--- src/rtl/fp_normalize_pack.sv ---
// Normalise a raw sign/exponent/25-bit mantissa one bit position per clock,
// then pack it as an IEEE-754 single, with valid/ready on both sides.
module fp_normalize_pack #(
    parameter bit FLUSH_DENORMAL = 1'b0,
    parameter bit ZERO_SIGN_POS  = 1'b1
) (
    input  logic        clk,
    input  logic        rst_n,
    input  logic        in_valid,
    output logic        in_ready,
    input  logic        raw_sign,
    input  logic [7:0]  raw_exponent,
    input  logic [24:0] raw_mantissa,
    output logic        out_valid,
    input  logic        out_ready,
    output logic [31:0] fp_result,
    output logic        zero,
    output logic        overflow,
    output logic        underflow
);

    typedef enum logic [1:0] {IDLE, NORM, DONE} state_t;

    state_t      state_reg, state_next;
    logic        sign_reg, sign_next;
    logic [8:0]  exp_reg, exp_next;
    logic [24:0] mant_reg, mant_next;
    logic [31:0] result_reg, result_next;
    logic        zero_reg, zero_next;
    logic        overflow_reg, overflow_next;
    logic        underflow_reg, underflow_next;
    logic        out_valid_reg, out_valid_next;
    logic [8:0]  exp_inc;

    assign exp_inc = exp_reg + 9'd1;

    always_ff @(posedge clk or negedge rst_n) begin
        if (!rst_n) begin
            state_reg     <= IDLE;
            sign_reg      <= 1'b0;
            exp_reg       <= 9'd0;
            mant_reg      <= 25'd0;
            result_reg    <= 32'd0;
            zero_reg      <= 1'b0;
            overflow_reg  <= 1'b0;
            underflow_reg <= 1'b0;
            out_valid_reg <= 1'b0;
        end else begin
            state_reg     <= state_next;
            sign_reg      <= sign_next;
            exp_reg       <= exp_next;
            mant_reg      <= mant_next;
            result_reg    <= result_next;
            zero_reg      <= zero_next;
            overflow_reg  <= overflow_next;
            underflow_reg <= underflow_next;
            out_valid_reg <= out_valid_next;
        end
    end

    always_comb begin
        state_next     = state_reg;
        sign_next      = sign_reg;
        exp_next       = exp_reg;
        mant_next      = mant_reg;
        result_next    = result_reg;
        zero_next      = zero_reg;
        overflow_next  = overflow_reg;
        underflow_next = underflow_reg;
        out_valid_next = out_valid_reg;
        case (state_reg)
            IDLE: begin
                if (in_valid) begin
                    sign_next = raw_sign;
                    exp_next  = {1'b0, raw_exponent};
                    mant_next = raw_mantissa;
                    if (raw_exponent == 8'hFF) begin
                        // Inf/NaN passes straight through; any payload becomes a quiet NaN
                        state_next     = DONE;
                        result_next    = {raw_sign, 8'hFF,
                                          (|raw_mantissa[22:0]) ? 23'h400000 : 23'h0};
                        zero_next      = 1'b0;
                        overflow_next  = 1'b0;
                        underflow_next = 1'b0;
                    end else begin
                        state_next = NORM;
                    end
                end
            end
            NORM: begin
                zero_next      = 1'b0;
                overflow_next  = 1'b0;
                underflow_next = 1'b0;
                if (mant_reg == 25'd0) begin
                    state_next  = DONE;
                    result_next = {(ZERO_SIGN_POS ? 1'b0 : sign_reg), 31'h0};
                    zero_next   = 1'b1;
                end else if (mant_reg[24]) begin
                    mant_next = mant_reg >> 1;
                    exp_next  = exp_inc;
                    if (exp_inc == 9'd255) begin
                        state_next    = DONE;
                        result_next   = {sign_reg, 8'hFF, 23'h0};
                        overflow_next = 1'b1;
                    end
                end else if (mant_reg[23]) begin
                    state_next  = DONE;
                    result_next = {sign_reg, exp_reg[7:0], mant_reg[22:0]};
                end else if (exp_reg <= 9'd1) begin
                    // Cannot shift further without leaving the normal range
                    state_next     = DONE;
                    underflow_next = 1'b1;
                    if (FLUSH_DENORMAL) begin
                        result_next = {sign_reg, 31'h0};
                        zero_next   = 1'b1;
                    end else begin
                        result_next = {sign_reg, 8'h00, mant_reg[22:0]};
                    end
                end else begin
                    mant_next = mant_reg << 1;
                    exp_next  = exp_reg - 9'd1;
                end
            end
            DONE: begin
                // out_valid rises one clock after entering DONE, drops on handshake
                if (!out_valid_reg) begin
                    out_valid_next = 1'b1;
                end else if (out_ready) begin
                    out_valid_next = 1'b0;
                    state_next     = IDLE;
                end
            end
            default: state_next = IDLE;
        endcase
    end

    assign in_ready  = (state_reg == IDLE);
    assign out_valid = out_valid_reg;
    assign fp_result = result_reg;
    assign zero      = zero_reg;
    assign overflow  = overflow_reg;
    assign underflow = underflow_reg;

endmodule

--- config.mk ---
export PLATFORM = sky130hd
export DESIGN_NAME = fp_normalize_pack
export DESIGN_NICKNAME = d
export VERILOG_FILES = /design/src/rtl/fp_normalize_pack.sv
export SDC_FILE = /design/constraint.sdc
export NUM_CORES = 1
export LEC_CHECK = 0
export ABC_AREA = 0
export BUFFER_PORTS_ARGS = -buffer_cell sky130_fd_sc_hd__buf_2
export CAP_MARGIN = 20
export CORE_ASPECT_RATIO = 1.5
export CORE_MARGIN = 1
export CORE_UTILIZATION = 44
export CTS_BUF_LIST = sky130_fd_sc_hd__clkbuf_8
export DETAILED_ROUTE_END_ITERATION = 8
export GPL_ROUTABILITY_DRIVEN = 0
export PLACE_DENSITY = 0.66
export SYNTH_ARGS = -nofsm -noshare
export SYNTH_HDL_FRONTEND = slang
export SYNTH_SLANG_ARGS = --single-unit
--- constraint.sdc ---
create_clock -name clk -period 2.6 [get_ports clk]
set_input_delay 0.26 -clock clk [delete_from_list [all_inputs] [get_ports clk]]
set_output_delay 0.26 -clock clk [all_outputs]
set_load 0.05 [all_outputs]
Yosys cells after proc, flatten, opt, wreduce, memory -nomap -nowiden --
Cells that the tools add are included. W data, S select, Z words.
Storage, ports and cells: word-level logic and storage cells 82, input port bits 38, output and inout bits 37, register bits 73
Operators by class: order comparisons 1, reduce and logical (&&, ||, !) cells 10, equality and inequality tests 13, mux-type cells 46, add/subtract/negate cells 2
Operators with widths (number):
- $mux W32 | 7
- $mux W24 | 3
- $pmux W32 S2 | 1
- $mux W25 | 2
- $pmux W25 S2 | 1
- $mux W9 | 5
- $logic_not A25 Y1 | 1
- $mux W23 | 1
- $reduce_or A23 Y1 | 1
- $mux W2 | 9
- $pmux W9 S2 | 1
- $reduce_and A5 Y1 | 3
- $mux W1 | 12
- $add A9 B1 Y9 const B | 1
- $eq A9 B8 Y1 const B | 1
- $le A9 B1 Y1 const B | 1
- $sub A9 B1 Y9 const B | 1
- $eq A8 B8 Y1 const B | 1
- $ne A2 B2 Y1 const B | 4
- $ne A3 B3 Y1 const B | 2
- $pmux W1 S2 | 3
- $pmux W2 S3 | 1
- $reduce_and A3 Y1 | 2
- $ne A5 B5 Y1 const B | 1
- other kinds (7) | 7

Logic depth before layout (Yosys ltp) --
depth after elaboration 6, mapped depth 11

Worst setup path before layout --
No wires, ideal clock.
path kind reg2reg, start reg exp_reg[1], end reg result_reg[22], in the netlist fp_result[22], period minus slack after synthesis 2253 ps, stages on the path, launching flop included 10, setup time 128 ps, arrival 2125 ps, path slack 347 ps, path through dfrtp_1 > buf_2 > inv_1 > ha_1 > o21bai_1 > a41oi_2 > o21ai_2 > a21oi_1 > o22a_4 > mux2_1
Between the ends: longest elaborated chain between the ends 4
Ends and longest elaborated chain:
- start: declaration | RTL line 26 | logic [8:0] exp_reg, exp_next;
- start signal: assignment | RTL line 51 | exp_reg <= exp_next;
- $add A9 B1 Y9 | RTL line 35 | assign exp_inc = exp_reg + 9'd1;
- $eq A9 B8 Y1 | RTL line 101 | if (exp_inc == 9'd255) begin
- $ne A4 B4 Y1 (no line)
- $reduce_and A5 Y1 (no line) (*)
- end signal: assignment | RTL line 53 | result_reg <= result_next;
- end: declaration | RTL line 28 | logic [31:0] result_reg, result_next;
Every way passes the cells marked *; elsewhere a longest branch is shown, timed or not. A chain may end at the register's enable or synchronous reset.

Worst setup path after layout --
start reg exp_reg[0], end reg result_reg[22], in the netlist fp_result[22]
The elaborated chain is that of the path after synthesis.

==> results by group <==
Status
  – Status: complete, no violations

Synth
  – Seq cells post-synth: 73
  – EDFF count, synth: 0
  – Count leader, synth: nand2_1
  – Cells after Synth: about 450
  – Simple-gate share of the synthesized area: 0.181
  – Sequential area share after synthesis: 0.460
  – Most common flop cell mapped by yosys: dfrtp_1
  – Syn_area_per_cell: between 8 and 9 um2
  – Post-synth top area share: 0.460
  – Post-synthesis adder-cell area fraction: 0.0126
  – Yosys warns: 0
  – Mapped Area: about 4000 um2
  – Post-synthesis mux area share: 0.00851
  – Post-synth cell types: between 50 and 60
  – Compound-Gate Fraction of Synth Area: 0.273
  – Largest family of logic cells by synthesized area: compound AO/OA/AOI/OAI gates
  – Async set-reset flop share out of synthesis: 1.00
  – XOR/XNOR Fraction of Synth Area: 0.00882
  – Post-synth net total: 493
  – Synth top area cells: dfrtp_1, nand2_1, o21ai_0, a22o_1, o211ai_1
  – Yosys top cell by area: dfrtp_1
  – Synth cell count leaders: nand2_1, dfrtp_1, o21ai_0

Drt
  – Pre-Repair DR Iteration Count: 7
  – DR iter-0 viols: 300
  – Routed via count: around 3800
  – DRC Markers: 0
  – DRT Wirelength: 11500 um
  – DRT antenna net count: 0
  – Via density: 5.97
  – WL/cell: approximately 18 um

Power
  – Gate power share: 0.525
  – LEAKAGE: between 2 and 2.5 nW
  – Switching part of the total: 0.493
  – Worst VDD drop: just over 600 uV
  – Seq pwr share: 0.321
  – Sw power: roughly 3.3 mW
  – Clock network power share: 0.154
  – PD cells: ~1400 nW/um2
  – Pint: roughly 3.4 mW

Clock network
  – CTS tree: yes
  – CTS clk-pin slew, worst paths: approximately 0.080 ns
  – H-tree levels: 3
  – Total setup buffers inserted after CTS: 0
  – Latest clock arrival within the worst-skew pair: ~0.35 ns
  – Post-CTS resize count: 0
  – Clk sink count: 73
  – Total CTS buffers: 9
  – CTS root buf: clkbuf_8
  – CTS max path bufs: 2

Critical path
  – Reg-to-Reg Start: exp_reg[0]
  – CP startpoint kind: register
  – Crit path DAT: between 2 and 3 ns
  – CP Data Required Time: between 2 and 3 ns
  – FF-to-FF End: fp_result[22]
  – Crit-path max FO: 16
  – Reg-to-reg slack, setup: about 0.20 ns
  – WS Path Type: register to register
  – Crit. End Element: register
  – Worst r2r path cells: 7

Place
  – Port Buf Inserts: 74
  – DP Wirelength: approximately 7700 um
  – Place WS: between 0.15 and 0.2 ns

Floorplan
  – Initial core utilization: 0.453
  – Die Area: between 9000 and 10000 um2
  – Std cell rows: 42
  – Die Ht: 118 um
  – Core area: ~9000 um2
  – Die Wd: between 70 and 80 um
  – IO Pins: 75

STA
  – Worst slew pin tran: 0.468 ns
  – RSZ-0062 raised after global routing: no
  – Final Cycle Share: 0.924
  – Final worst slack: 0.199 ns
  – Hold Worst Slack: 0.131 ns
  – Final Skew: 0.00405 ns
  – Achievable clock frequency: 416 MHz
  – Setup TNS Final: 0 ns
  – Rel. slew slack: 0.685
  – Final Hold Fails: 0
  – Fin crit period: 2.40 ns
  – # setup viols final: 0
  – Final max-slew violation count: 0

Hold path
  – Hold Path Sink: mant_reg[23]
  – Worst Hold Depth: 2
  – Hold Crit Start: raw_mantissa[23]
  – Min-Delay Path Class: primary input to register

Global route
  – Largest net degree at the start of global routing: between 70 and 80
  – Global-route wire length before repair: around 19000 um
  – Initial antenna violation count: 0
  – GR Util All Layers: 0.257
  – Number of global-route vias before repair: roughly 3600
  – Overflow after GRT: 0

Finish
  – Fillers: around 810
  – Max FFs per register: 32
  – Inserted Diodes: 0
  – Area Growth Syn to Fin: 20.2%
  – Core Util, Final: 0.544
  – Final net count: between 500 and 600
  – Layout cell share with drive strength beyond 1: 0.233

Flow run
  – Max Cap Violations: 0
==> placed cells by master (no fill, tap or decap), types with 4 or more instances in the layout <==
master    netlist  final
nand2_1        89     89
buf_2           6     74
dfrtp_1        73     73
o21ai_0        49     49
a22o_1         23     23
o211ai_1       22     22
buf_4           0     19
nor2_1         16     16
a21oi_1        16     16
inv_1          13     13
nor4_1         11     11
o21ai_1        11     11
clkbuf_8        0     11
a22oi_1         9      9
nand3_1         8      8
nand4_1         6      6
nor3_1          5      4
nor3b_1         4      4
ha_1            4      4
==> kinds of logic after synthesis <==
family | after synthesis
AO/OA/AOI/OAI | 161
XOR/XNOR | 4
adder cells (fa/ha/maj) | 4
buffers and inverters | 51
flip-flops | 73
multiplexers | 3
AND/OR/NAND/NOR | 155
==> area by class of cell <==
class / instances / area (um2) / share of cell area
Multi-Input combinational cell: 328 / 1950 / 0.407
Sequential cell: 73 / 1830 / 0.383
Timing Repair Buffer: 97 / 583 / 0.122
Clock buffer: 11 / 151 / 0.0317
Tap cell: 110 / 138 / 0.0288
Clock inverter: 5 / 77.6 / 0.0162
Inverter: 14 / 52.6 / 0.0110
==> what timing repair did <==
action,4_1_cts,5_1_grt
hold endpoints to repair,73,0
setup endpoints to repair,0,1
hold buffers,1,0
==> power groups by stage <==
stage | registers, mW | logic, mW | clock network [mW]
floorplan | 2.63 | 1.97 | 0
global placement | 2.14 | 3.39 | 0
detailed placement | 2.16 | 3.44 | 0
CTS | 2.14 | 3.46 | 1.05
global route | 2.22 | 3.83 | 1.10
finish | 2.14 | 3.50 | 1.03
==> through the flow <==
step | cells | area (um2) | power [mW]
final | 638 | 4770 | 6.67
after global routing | 638 | 4770 | 7.14
after CTS | 637 | 4760 | 6.64
after detailed placement | 620 | 4530 | 5.59
after global placement | 620 | 4530 | 5.52
after floorplan | 451 | 3970 | 4.59
==> worst max-delay path by stage <==
stage                    endpoint       start  slack (ns)  cells past startpoint
floorplan           fp_result[22]  exp_reg[1]        0.35                      9
global route        fp_result[22]  exp_reg[0]        0.02                      7
CTS                 fp_result[31]  exp_reg[1]        0.18                      8
global placement    fp_result[31]  exp_reg[1]        0.25                      8
finish              fp_result[22]  exp_reg[0]        0.20                      7
detailed placement  fp_result[31]  exp_reg[1]        0.19                      8
==> layer usage <==
layer  track usage  up-vias  wire, um
met5             0        -         0
met4         0.136        0       431
met3        0.0440       39       691
met2         0.402      175      5750
met1         0.335     1810      4610
li1              -     1784         -
==> worst max-delay path, stage by stage (launching register included) <==
cell	delay, ns
dfrtp_1	0.43
ha_1	0.21
o21bai_1	0.18
a41oi_2	0.26
o21ai_2	0.10
a21oi_1	0.39
o22a_4	0.37
mux2_1	0.35
Note: power is estimated with default switching activity, not from simulation.
